### config.mk
export PLATFORM = sky130hd
export DESIGN_NAME = alu_exec_flat
export DESIGN_NICKNAME = d
export VERILOG_FILES = /design/src/rtl/alu_exec_if.sv /design/src/rtl/alu_exec.sv /design/src/flat_wrapper.sv
export SDC_FILE = /design/constraint.sdc
export NUM_CORES = 1
export LEC_CHECK = 0
export BUFFER_PORTS_ARGS = -buffer_cell sky130_fd_sc_hd__buf_2
export CORE_MARGIN = 3
export CORE_UTILIZATION = 28
export CTS_BUF_LIST = sky130_fd_sc_hd__clkbuf_8
export DETAILED_ROUTE_END_ITERATION = 8
export PLACE_DENSITY = 0.41
export SKIP_LAST_GASP = 1
export SYNTH_ARGS = -nofsm -noshare
export SYNTH_HDL_FRONTEND = slang
export SYNTH_SLANG_ARGS = --single-unit
export TNS_END_PERCENT = 5
### constraint.sdc
create_clock -name clk -period 4.3 [get_ports clk]
set_input_delay 0 -clock clk [delete_from_list [all_inputs] [get_ports clk]]
set_output_delay 0 -clock clk [all_outputs]
set_load 0.03 [all_outputs]
### src/rtl/alu_exec_if.sv
// Bus between the fetch controller (master) and the execute stage (slave):
// the request side carries op/operands and the response side carries result and status.
interface alu_exec_if #(
  parameter int WIDTH = 16,
  parameter int OPW   = 5
);
  logic             start;
  logic [OPW-1:0]   op;
  logic [WIDTH-1:0] a;
  logic [WIDTH-1:0] b;
  logic             busy;
  logic             done;
  logic [WIDTH-1:0] result;
  logic [3:0]       flags;
  logic             err;
  logic             halt;

  modport master (
    output start, op, a, b,
    input  busy, done, result, flags, err, halt
  );

  modport slave (
    input  start, op, a, b,
    output busy, done, result, flags, err, halt
  );
endinterface

### src/rtl/alu_exec.sv
// Execute stage: single-cycle logic/arithmetic/shift ops plus WIDTH-iteration
// shift-add multiply and restoring divide, with a registered result and a done pulse.
module alu_exec #(
  parameter int WIDTH = 16,
  parameter int OPW   = 5
) (
  input  logic       clk,
  input  logic       rst_n,
  alu_exec_if.slave  bus
);
  localparam int CW = $clog2(WIDTH);
  localparam logic [CW-1:0] LAST = CW'(WIDTH - 1);

  localparam logic [OPW-1:0] OP_ADD  = OPW'(0);
  localparam logic [OPW-1:0] OP_SUB  = OPW'(1);
  localparam logic [OPW-1:0] OP_AND  = OPW'(2);
  localparam logic [OPW-1:0] OP_OR   = OPW'(3);
  localparam logic [OPW-1:0] OP_XOR  = OPW'(4);
  localparam logic [OPW-1:0] OP_NOT  = OPW'(5);
  localparam logic [OPW-1:0] OP_SHL  = OPW'(6);
  localparam logic [OPW-1:0] OP_SHR  = OPW'(7);
  localparam logic [OPW-1:0] OP_SAR  = OPW'(8);
  localparam logic [OPW-1:0] OP_MUL  = OPW'(9);
  localparam logic [OPW-1:0] OP_DIV  = OPW'(10);
  localparam logic [OPW-1:0] OP_MOD  = OPW'(11);
  localparam logic [OPW-1:0] OP_HALT = OPW'(31);

  typedef enum logic {IDLE, ITER} state_t;

  state_t             state_q, state_d;
  logic [CW-1:0]      cnt_q, cnt_d;
  logic [OPW-1:0]     op_q, op_d;
  logic [2*WIDTH-1:0] mcand_q, mcand_d;
  logic [WIDTH-1:0]   mplr_q, mplr_d;
  logic [2*WIDTH-1:0] acc_q, acc_d;
  logic               done_q, done_d;
  logic [WIDTH-1:0]   result_q, result_d;
  logic [3:0]         flags_q, flags_d;
  logic               err_q, err_d;
  logic               halt_q, halt_d;

  // Single-cycle datapath; shifts use a double-width window so the carry is the adjacent bit.
  logic [WIDTH:0]            sum_w, dif_w;
  logic [2*WIDTH-1:0]        shl_w, shr_w;
  logic signed [2*WIDTH-1:0] sar_w;
  logic [3:0]                sh;
  logic [WIDTH-1:0]          sc_res;
  logic                      sc_c, sc_v, sc_err, sc_ill, sc_multi, sc_halt;
  logic [3:0]                sc_flags;

  assign sh    = bus.b[3:0];
  assign sum_w = {1'b0, bus.a} + {1'b0, bus.b};
  assign dif_w = {1'b0, bus.a} - {1'b0, bus.b};
  assign shl_w = {{WIDTH{1'b0}}, bus.a} << sh;
  assign shr_w = {bus.a, {WIDTH{1'b0}}} >> sh;
  assign sar_w = $signed({bus.a, {WIDTH{1'b0}}}) >>> sh;

  always_comb begin
    sc_res   = '0;
    sc_c     = 1'b0;
    sc_v     = 1'b0;
    sc_err   = 1'b0;
    sc_ill   = 1'b0;
    sc_multi = 1'b0;
    sc_halt  = 1'b0;
    case (bus.op)
      OP_ADD: begin
        sc_res = sum_w[WIDTH-1:0];
        sc_c   = sum_w[WIDTH];
        sc_v   = (bus.a[WIDTH-1] == bus.b[WIDTH-1]) && (sum_w[WIDTH-1] != bus.a[WIDTH-1]);
      end
      OP_SUB: begin
        sc_res = dif_w[WIDTH-1:0];
        sc_c   = dif_w[WIDTH];
        sc_v   = (bus.a[WIDTH-1] != bus.b[WIDTH-1]) && (dif_w[WIDTH-1] != bus.a[WIDTH-1]);
      end
      OP_AND: sc_res = bus.a & bus.b;
      OP_OR:  sc_res = bus.a | bus.b;
      OP_XOR: sc_res = bus.a ^ bus.b;
      OP_NOT: sc_res = ~bus.a;
      OP_SHL: begin
        sc_res = shl_w[WIDTH-1:0];
        sc_c   = shl_w[WIDTH];
      end
      OP_SHR: begin
        sc_res = shr_w[2*WIDTH-1:WIDTH];
        sc_c   = shr_w[WIDTH-1];
      end
      OP_SAR: begin
        sc_res = sar_w[2*WIDTH-1:WIDTH];
        sc_c   = sar_w[WIDTH-1];
      end
      OP_MUL: sc_multi = 1'b1;
      OP_DIV, OP_MOD: begin
        if (bus.b == '0) begin
          sc_res = (bus.op == OP_DIV) ? '1 : bus.a;
          sc_err = 1'b1;
        end else begin
          sc_multi = 1'b1;
        end
      end
      OP_HALT: sc_halt = 1'b1;
      default: begin
        sc_err = 1'b1;
        sc_ill = 1'b1;
      end
    endcase
    sc_flags = sc_ill ? 4'b0000 : {sc_res == '0, sc_res[WIDTH-1], sc_c, sc_v};
  end

  // Iteration datapath: acc holds the product for MUL, {remainder, quotient} for DIV/MOD.
  logic [2*WIDTH-1:0] mul_sum;
  logic [WIDTH:0]     rem_sh, rem_nxt;
  logic               div_ge;
  logic [WIDTH-1:0]   quo_nxt, it_res;
  logic               it_c;

  always_comb begin
    mul_sum = acc_q + (mplr_q[0] ? mcand_q : '0);
    rem_sh  = {acc_q[2*WIDTH-1:WIDTH], mcand_q[WIDTH-1]};
    div_ge  = rem_sh >= {1'b0, mplr_q};
    rem_nxt = div_ge ? (rem_sh - {1'b0, mplr_q}) : rem_sh;
    quo_nxt = {acc_q[WIDTH-2:0], div_ge};
    it_c    = 1'b0;
    if (op_q == OP_MUL) begin
      it_res = mul_sum[WIDTH-1:0];
      it_c   = |mul_sum[2*WIDTH-1:WIDTH];
    end else if (op_q == OP_DIV) begin
      it_res = quo_nxt;
    end else begin
      it_res = rem_nxt[WIDTH-1:0];
    end
  end

  always_comb begin
    state_d  = state_q;
    cnt_d    = cnt_q;
    op_d     = op_q;
    mcand_d  = mcand_q;
    mplr_d   = mplr_q;
    acc_d    = acc_q;
    done_d   = 1'b0;
    result_d = result_q;
    flags_d  = flags_q;
    err_d    = err_q;
    halt_d   = halt_q;
    unique case (state_q)
      IDLE: begin
        if (bus.start) begin
          if (sc_multi) begin
            state_d = ITER;
            op_d    = bus.op;
            mcand_d = {{WIDTH{1'b0}}, bus.a};
            mplr_d  = bus.b;
            acc_d   = '0;
            cnt_d   = '0;
          end else begin
            done_d = 1'b1;
            if (sc_halt) begin
              halt_d = 1'b1;
              err_d  = 1'b0;
            end else begin
              result_d = sc_res;
              flags_d  = sc_flags;
              err_d    = sc_err;
            end
          end
        end
      end
      ITER: begin
        cnt_d   = cnt_q + CW'(1);
        mcand_d = mcand_q << 1;
        if (op_q == OP_MUL) begin
          acc_d  = mul_sum;
          mplr_d = mplr_q >> 1;
        end else begin
          acc_d = {rem_nxt[WIDTH-1:0], quo_nxt};
        end
        if (cnt_q == LAST) begin
          state_d  = IDLE;
          done_d   = 1'b1;
          err_d    = 1'b0;
          result_d = it_res;
          flags_d  = {it_res == '0, it_res[WIDTH-1], it_c, 1'b0};
        end
      end
      default: state_d = IDLE;
    endcase
  end

  always_ff @(posedge clk or negedge rst_n) begin
    if (!rst_n) begin
      state_q  <= IDLE;
      cnt_q    <= '0;
      op_q     <= '0;
      mcand_q  <= '0;
      mplr_q   <= '0;
      acc_q    <= '0;
      done_q   <= 1'b0;
      result_q <= '0;
      flags_q  <= '0;
      err_q    <= 1'b0;
      halt_q   <= 1'b0;
    end else begin
      state_q  <= state_d;
      cnt_q    <= cnt_d;
      op_q     <= op_d;
      mcand_q  <= mcand_d;
      mplr_q   <= mplr_d;
      acc_q    <= acc_d;
      done_q   <= done_d;
      result_q <= result_d;
      flags_q  <= flags_d;
      err_q    <= err_d;
      halt_q   <= halt_d;
    end
  end

  assign bus.busy   = (state_q == ITER);
  assign bus.done   = done_q;
  assign bus.result = result_q;
  assign bus.flags  = flags_q;
  assign bus.err    = err_q;
  assign bus.halt   = halt_q;
endmodule

### src/flat_wrapper.sv
// flat-port wrapper written by rule: the top's interface ports become plain ports
module alu_exec_flat 
#(
  parameter int WIDTH = 16,
  parameter int OPW   = 5
)
  (clk, rst_n, bus_start, bus_op, bus_a, bus_b, bus_busy, bus_done, bus_result, bus_flags, bus_err, bus_halt);
  alu_exec_if #(.WIDTH(WIDTH), .OPW(OPW)) bus_i ();
  input  logic clk;
  input  logic rst_n;
  input wire logic [$bits(bus_i.start)-1:0] bus_start;
  input wire logic [$bits(bus_i.op)-1:0] bus_op;
  input wire logic [$bits(bus_i.a)-1:0] bus_a;
  input wire logic [$bits(bus_i.b)-1:0] bus_b;
  output wire logic [$bits(bus_i.busy)-1:0] bus_busy;
  output wire logic [$bits(bus_i.done)-1:0] bus_done;
  output wire logic [$bits(bus_i.result)-1:0] bus_result;
  output wire logic [$bits(bus_i.flags)-1:0] bus_flags;
  output wire logic [$bits(bus_i.err)-1:0] bus_err;
  output wire logic [$bits(bus_i.halt)-1:0] bus_halt;
  assign bus_i.start = bus_start;
  assign bus_i.op = bus_op;
  assign bus_i.a = bus_a;
  assign bus_i.b = bus_b;
  assign bus_busy = bus_i.busy;
  assign bus_done = bus_i.done;
  assign bus_result = bus_i.result;
  assign bus_flags = bus_i.flags;
  assign bus_err = bus_i.err;
  assign bus_halt = bus_i.halt;
  alu_exec #(.WIDTH(WIDTH), .OPW(OPW)) u_core (.clk(clk), .rst_n(rst_n), .bus(bus_i));
endmodule
==> results of run 1 <==
==> final timing paths <==
path / start / to / slack (ns)
hold / removal: rst_n / u_core.bus.flags[2]$_DFFE_PN0P_ / 0.04
hold reg to reg: u_core.bus.halt$_DFFE_PN0P_ / u_core.bus.halt$_DFFE_PN0P_ / 0.48
min in group clk: bus_op[1] / u_core.bus.err$_DFFE_PN0P_ / 0.05
setup reg to reg: u_core.acc_q[20]$_DFFE_PN0P_ / u_core.bus.flags[3]$_DFFE_PN0P_ / 0.23
max in group asynchronous: rst_n / u_core.acc_q[5]$_DFFE_PN0P_ / 3.54
setup / recovery: u_core.acc_q[20]$_DFFE_PN0P_ / u_core.bus.flags[3]$_DFFE_PN0P_ / 0.23
==> repair_timing <==
item | CTS | global route
endpoints found under the hold margin | 117 | 0
setup endpoints to repair | 0 | 0
hold buffers | 17 | 0
==> kinds of logic (layout without fill, tap and decap cells) <==
kind of cell	Yosys count	in the layout	share of synthesized area [%]
xor gates and xnor gates	45	45	3.074
DFF	113	113	22.06
adders and majority gates	107	107	10.68
muxes	86	86	9.242
buffers and inverters	196	228	6.304
AOI/OAI and AO/OA	538	538	27.15
and+or+nand+nor	578	578	21.50
==> layout make-up <==
| cell class | count | area [sq um] | area share, % |
|---|---|---|---|
| multi-input cells | 1354 | 9208 | 64.60 |
| flip-flops and latches | 113 | 2831 | 19.86 |
| repair buffers | 119 | 828.3 | 5.811 |
| well taps | 592 | 740.7 | 5.197 |
| inverters | 80 | 300.3 | 2.107 |
| clock buffers | 20 | 275.3 | 1.931 |
| clock inverters | 9 | 70.07 | 0.4916 |
==> layout by cell type (no fill, tap or decap), types with 20 or more instances in the layout <==
cell | netlist | final
sky130_fd_sc_hd__ha_1 | 103 | 103
sky130_fd_sc_hd__buf_2 | 9 | 62
sky130_fd_sc_hd__nand2_1 | 160 | 159
sky130_fd_sc_hd__and2_1 | 45 | 45
sky130_fd_sc_hd__o21ai_0 | 143 | 143
sky130_fd_sc_hd__buf_4 | 4 | 37
sky130_fd_sc_hd__mux2i_1 | 40 | 40
sky130_fd_sc_hd__inv_1 | 78 | 80
sky130_fd_sc_hd__nand3_1 | 39 | 39
sky130_fd_sc_hd__nor3_1 | 43 | 43
sky130_fd_sc_hd__a211oi_1 | 26 | 26
sky130_fd_sc_hd__a21oi_1 | 149 | 148
sky130_fd_sc_hd__nor2_1 | 177 | 177
sky130_fd_sc_hd__clkbuf_8 | 0 | 20
sky130_fd_sc_hd__xnor2_1 | 25 | 25
sky130_fd_sc_hd__mux2_2 | 22 | 22
sky130_fd_sc_hd__a21o_1 | 25 | 25
sky130_fd_sc_hd__xor2_1 | 20 | 20
sky130_fd_sc_hd__dfrtp_1 | 113 | 112
==> power by group through the flow <==
stage               Combinational (mW)  Clock (mW)  Sequential, mW
floorplan                         4.27           0            2.01
global placement                  6.24           0            2.08
detailed placement                6.22           0            2.08
CTS                               6.26        1.00            2.06
global route                      6.95        1.05            2.11
finish                            6.32       0.957            2.06
==> cell usage after synthesis, drive strengths merged, types with 7 or more instances <==
library cell and n:
nor2 177, nand2 160, a21oi 151, o21ai 150, dfrtp 113, ha 103, clkbuf 93, inv 79
and2 46, nor3 43, mux2i 40, nand3 39, a211oi 27, a21o 25, xnor2 25, mux2 24
buf 23, mux4 22, xor2 20, nand4 17, o211ai 17, a31oi 16, nor4 15, o21a 14
a221oi 13, or2 13, a22o 12, nand2b 12, or3 12, a22oi 11, nor2b 10, o22ai 10
and3 8, o221ai 8, o21bai 7, o31a 7, o31ai 7
==> routing by layer <==
metal	GRT usage (%)	wire, um	vias to the layer above
met5	0	0	-
met3	3.434	3015	42
met2	35.98	24630	423
met1	32.02	25360	6456
met4	4.507	871	0
li1	-	-	6115
==> flip-flops by register name, indices dropped and copies added, names as in the netlist <==
| register | count |
|---|---|
| u_core.bus.halt | 1 |
| u_core.bus.busy | 1 |
| u_core.mplr_q | 16 |
| u_core.bus.done | 1 |
| u_core.bus.err | 1 |
| u_core.op_q | 5 |
| u_core.bus.flags | 4 |
| u_core.bus.result | 16 |
| u_core.acc_q | 32 |
| u_core.mcand_q | 32 |
| u_core.cnt_q | 4 |
==> critical path: stages, from the launching register on <==
cell and delay (ns):
sky130_fd_sc_hd__dfrtp_1 0.53, sky130_fd_sc_hd__ha_1 0.47, sky130_fd_sc_hd__and4_1 0.27, sky130_fd_sc_hd__and2_1 0.24, sky130_fd_sc_hd__nand4_1 0.17, sky130_fd_sc_hd__o211ai_1 0.21, sky130_fd_sc_hd__o21a_1 0.62, sky130_fd_sc_hd__mux2i_1 0.53
sky130_fd_sc_hd__nor2_1 0.09, sky130_fd_sc_hd__a221oi_1 0.37, sky130_fd_sc_hd__and4_1 0.28, sky130_fd_sc_hd__nand3_1 0.09, sky130_fd_sc_hd__nand3_1 0.11
==> metrics.txt, run 1 <==
number of buffers inserted by post-CTS setup repair 0; Clock Pin Slew Worst Setup and Hold Paths 0.08 ns; sum of overflow across all layers after global routing 0; fraction of power spent switching nets 53.23%; Initial Utilization 28.68%; Worst Path Arrival 4.48 ns; library cell with the largest summed area after synthesis sky130_fd_sc_hd__dfrtp_1; final period demand of the worst path 4.066 ns; part of the total power dissipated in combinational logic 67.7%; non-filler instance count after layout 2287; PnR worst setup slack 0.2345 ns; number of iterations in the first detailed-routing pass 6; Final setup violation count 0; path type of the worst min-delay path in2async; routed wire length per instance 23.56 um; post-route total power 9.338 mW; Crit Path Category reg2reg; TritonCTS clock tree done; Synth Area per Inst 7.710 sq um; setup repair after global routing missed its margin no; pwr/cell area 655.1 mW/mm^2; largest net degree at the start of global routing 76; Fin. Hold Viols 0; instance area after placement 0.01373 sq mm; Routed Antenna Nets 0; cell-internal power 4.367 mW; sinks on the clock net 113; worst vdd ir 0.3304 mV; number of vias after detailed routing 13040; worst slack at placement 0.3561 ns; number of H-tree levels 4; Max-Slew Margin vs Limit 14.06%; Pins Over Slew Limit 0; standard-cell rows 77; final-layout setup total negative slack 0 ns; number of placed instances, taps included 2241; run status completed; count of boundary I/O pins 64; clock root buffer sky130_fd_sc_hd__clkbuf_8; count of cell types in the netlist 89; switching power 4.971 mW; antenna violations before repair 0; area of the core region 0.04470 sq mm; net count after synthesis 1810; Synth-to-Final Area Change 11.17%; max capacitance violation total 0; final cell area excluding filler cells 0.01425 sq mm; first-pass GRT wire length 82010 um; count of port buffers added during placement 63; maximum frequency from static timing analysis 246.0 MHz; register area share after synthesis 22.06%; post-route worst hold slack 0.03915 ns; sequential group share of total power 22.0%; maximum buffer depth of the clock tree 2; share of async-settable or async-resettable flops after synthesis 100.0%; RD Place Congestion 0.8913; Final Cycle Share 94.55%; power share of the clock group 10.3%; CP endpoint kind register; via density per instance 5.700; first-iteration detailed-routing DRC count 1180; cell count of the worst reg-to-reg path 12; Static Leakage 6.280 nW; global-route usage over all layers 22.45%; via count of the first global-routing pass 12620; final layout net count 1832; top area cells in the synthesized netlist sky130_fd_sc_hd__dfrtp_1 22%, sky130_fd_sc_hd__ha_1 10%, sky130_fd_sc_hd__a21oi_1 5.8%; leading register cell type out of synthesis sky130_fd_sc_hd__dfrtp_1; number of buffers created by CTS 17; die outline area 0.04839 sq mm; HPWL reported at the end of detailed placement 41530 um; Post-synth EDFFs 0; number of gates resized after cts 0; chip height 220.0 um; share of cells above drive strength 1 12.68%; Worst Setup Start Kind register; Filler Cells Inserted 4892; Remaining DRCs 0; number of diodes added for antenna fixing 0; number of register bits inferred by synthesis 113; Synth top area share 22.06%; worst skew pair latency 0.49 ns; number of warnings printed during yosys synthesis 0; required time of the critical path 4.71 ns; final WL 53880 um; Least-Margin Pin Slew 1.284 ns; Final Util 31.89%; Worst Path Max Fanout 16; Setup Skew 0.01637 ns; Syn Std Cell Area 0.01282 sq mm; Syn Inst Count 1663; horizontal die dimension 220.0 um
Power figures use the tool's default switching activity.
==> run 2: changes to the inputs <==
- CAP_MARGIN: default -> 20
- CORE_ASPECT_RATIO: default -> 1.4
- CORE_UTILIZATION: 28 -> 40
- PLACE_DENSITY: 0.41 -> 0.54
==> run 2 against run 1 <==
- flip-flop and latch count unchanged
- largest power group unchanged
- clock power increased by 35%
- register-to-register slack improved by 0.07 ns
- worst setup slack improved by 0.072 ns
- highest routed layer unchanged
- die area decreased by 29%
- critical path depth increased by 2
- first-iteration DRC count decreased by 5.1%
- core utilization increased by 14 points
- wire length decreased by 6.4%
- fmax increased by 1.8%
==> metrics.txt, run 2 (synthesis results as in run 1) <==
run status completed; max capacitance violation total 0; Clock Pin Slew Worst Setup and Hold Paths 0.08 ns; Final Util 45.43%; fraction of power spent switching nets 50.65%; Final Cycle Share 92.87%; Filler Cells Inserted 3196; first-iteration detailed-routing DRC count 1120; Synth-to-Final Area Change 10.51%; via density per instance 6.165; cell count of the worst reg-to-reg path 14; die outline area 0.03427 sq mm; HPWL reported at the end of detailed placement 39310 um; number of buffers created by CTS 17; grt peak-use layer met2; sinks on the clock net 113; number of H-tree levels 4; standard-cell rows 76; count of port buffers added during placement 63; maximum buffer depth of the clock tree 2; pwr/cell area 672.1 mW/mm^2; Crit path max-delay family compound AO/OA/AOI/OAI gates; routed wire length per instance 24.11 um; sequential group share of total power 21.7%; Final setup violation count 0; final period demand of the worst path 3.993 ns; required time of the critical path 4.68 ns; number of instances on the worst hold path 3; largest registers u_core.acc_q: 32 flops, u_core.mcand_q: 32 flops; final layout net count 1835; slowest stage delay, CP 0.45 ns; Setup Skew 0.02217 ns; non-filler instance count after layout 2092; via count of the first global-routing pass 12810; Worst Path Max Fanout 7; Routed Antenna Nets 0; slowest cell on the critical path sky130_fd_sc_hd__fa_1; first-pass GRT wire length 76960 um; Worst Path Arrival 4.37 ns; worst vdd ir 0.2645 mV; multi-input logic area 0.009208 sq mm; count of boundary I/O pins 64; area taken by flip-flops and latches 0.002831 sq mm; number of buffer and inverter stages on the critical path 0; Remaining DRCs 0; number of iterations in the first detailed-routing pass 5; total number of cells along the worst setup path 14; cell-internal power 4.699 mW; Critical Path, Cell by Cell and2_1 -> ha_1 -> fa_1 -> a211oi_1 -> o21a_1 -> o31a_1 -> o21ai_0 -> a41o_1 -> a31oi_1 -> xor2_1 -> nand4_1 -> nor4_1 -> nand4_1 -> a41o_1; horizontal die dimension 157.3 um; RD Place Congestion 0.9895; power share of the clock group 13.5%; antenna violations before repair 1; worst skew pair latency 0.50 ns; most used cells in the layout excluding fill and tap cells 177 x sky130_fd_sc_hd__nor2_1, 159 x sky130_fd_sc_hd__nand2_1, 148 x sky130_fd_sc_hd__a21oi_1; Pins Over Slew Limit 0; switching power 4.823 mW; maximum frequency from static timing analysis 250.4 MHz; number of placed instances, taps included 2044; TritonCTS clock tree done; met1 usage in global routing 32.63%; area of the core region 0.03119 sq mm; met3 demand-to-capacity share in global routing 2.899%; instance area after placement 0.01351 sq mm; path type of the worst min-delay path in2reg; clock root buffer sky130_fd_sc_hd__clkbuf_8; final-layout setup total negative slack 0 ns; Fin. Hold Viols 0; Least-Margin Pin Slew 0.9532 ns; final cell area excluding filler cells 0.01417 sq mm; largest net degree at the start of global routing 61; Worst Setup Start Kind register; Static Leakage 6.346 nW; setup repair after global routing missed its margin no; CP endpoint kind register; most common cell after layout, fill and taps aside sky130_fd_sc_hd__nor2_1; global routing met2 resource utilization 53.32%; share of cells above drive strength 1 13.23%; Max-Slew Margin vs Limit 36.22%; chip height 217.8 um; number of vias after detailed routing 12900; part of the total power dissipated in combinational logic 64.8%; sum of overflow across all layers after global routing 0; Crit Path Category reg2reg; global-route usage over all layers 29.45%; final WL 50440 um; post-route worst hold slack 0.04861 ns; Initial Utilization 41.11%; number of gates resized after cts 0
-- run 2: cell types whose count changed in the layout (fill, tap and decap cells not counted) --
cell and change:
sky130_fd_sc_hd__inv_1 -2, sky130_fd_sc_hd__clkinv_4 +2, sky130_fd_sc_hd__clkbuf_8 -1, sky130_fd_sc_hd__buf_4 +5
sky130_fd_sc_hd__bufinv_16 +5, sky130_fd_sc_hd__inv_6 +1, sky130_fd_sc_hd__diode_2 +1, sky130_fd_sc_hd__clkinvlp_4 +1
sky130_fd_sc_hd__dlygate4sd3_1 -2, sky130_fd_sc_hd__clkinv_2 -3
-- run 2: final timing paths --
kind / from / end / slack [ns]
min reg2reg: u_core.bus.result[10]$_DFFE_PN0P_ / u_core.bus.result[10]$_DFFE_PN0P_ / 0.49
min in group asynchronous: rst_n / u_core.acc_q[29]$_DFFE_PN0P_ / 0.06
max reg2reg: u_core.mplr_q[0]$_DFFE_PN0P_ / u_core.bus.flags[1]$_DFFE_PN0P_ / 0.31
max: u_core.mplr_q[0]$_DFFE_PN0P_ / u_core.bus.flags[1]$_DFFE_PN0P_ / 0.31
max in group asynchronous: rst_n / u_core.mcand_q[7]$_DFFE_PN0P_ / 3.55
min: bus_start / u_core.bus.busy$_DFF_PN0_ / 0.05
-- run 2: area by class of cell --
cell class / count / area share, %
Multi-Input combinational cell: 1354 / 64.99
Sequential cell: 113 / 19.98
Timing Repair Buffer: 122 / 5.970
Tap cell: 390 / 3.444
Inverter: 80 / 2.119
Clock buffer: 19 / 1.846
Clock inverter: 13 / 1.634
Antenna cell: 1 / 0.01766
-- run 2: through the flow --
| step | total power [mW] | setup slack, ns |
|---|---|---|
| floorplan | 6.274 | 0.6841 |
| finish | 9.522 | 0.3066 |
| global placement | 8.118 | 0.3706 |
| CTS | 9.500 | 0.3084 |
| global route | 10.23 | 0.04142 |
| detailed placement | 8.159 | 0.3537 |
-- run 2: metal layers --
metal	part of all wire (%)	vias to the layer above
li1	-	6123
met1	38	6223
met2	52	408
met3	3.4	143
met4	6.8	0
met5	0	-
-- run 2: worst register-to-register path, stage by stage (launching register included) --
cell	delay, ns
sky130_fd_sc_hd__dfrtp_1	0.42
sky130_fd_sc_hd__and2_1	0.16
sky130_fd_sc_hd__ha_1	0.25
sky130_fd_sc_hd__fa_1	0.45
sky130_fd_sc_hd__a211oi_1	0.31
sky130_fd_sc_hd__o21a_1	0.23
sky130_fd_sc_hd__o31a_1	0.26
sky130_fd_sc_hd__o21ai_0	0.18
sky130_fd_sc_hd__a41o_1	0.32
sky130_fd_sc_hd__a31oi_1	0.24
sky130_fd_sc_hd__xor2_1	0.27
sky130_fd_sc_hd__nand4_1	0.14
sky130_fd_sc_hd__nor4_1	0.26
sky130_fd_sc_hd__nand4_1	0.14
sky130_fd_sc_hd__a41o_1	0.26
-- run 2: power groups by stage --
stage	registers, mW	clock network (mW)	logic [mW]
2_1_floorplan	2.01	0	4.27
3_3_place_gp	2.06	0	6.05
3_5_place_dp	2.06	0	6.09
4_1_cts	2.05	1.31	6.14
5_1_grt	2.12	1.35	6.76
6_report	2.07	1.29	6.17
-- run 2: timing repair --
item                                   CTS  global route
setup buffers                            0             0
endpoints found under the hold margin   78             0
hold buffers                            15             0
setup endpoints to repair                0             0
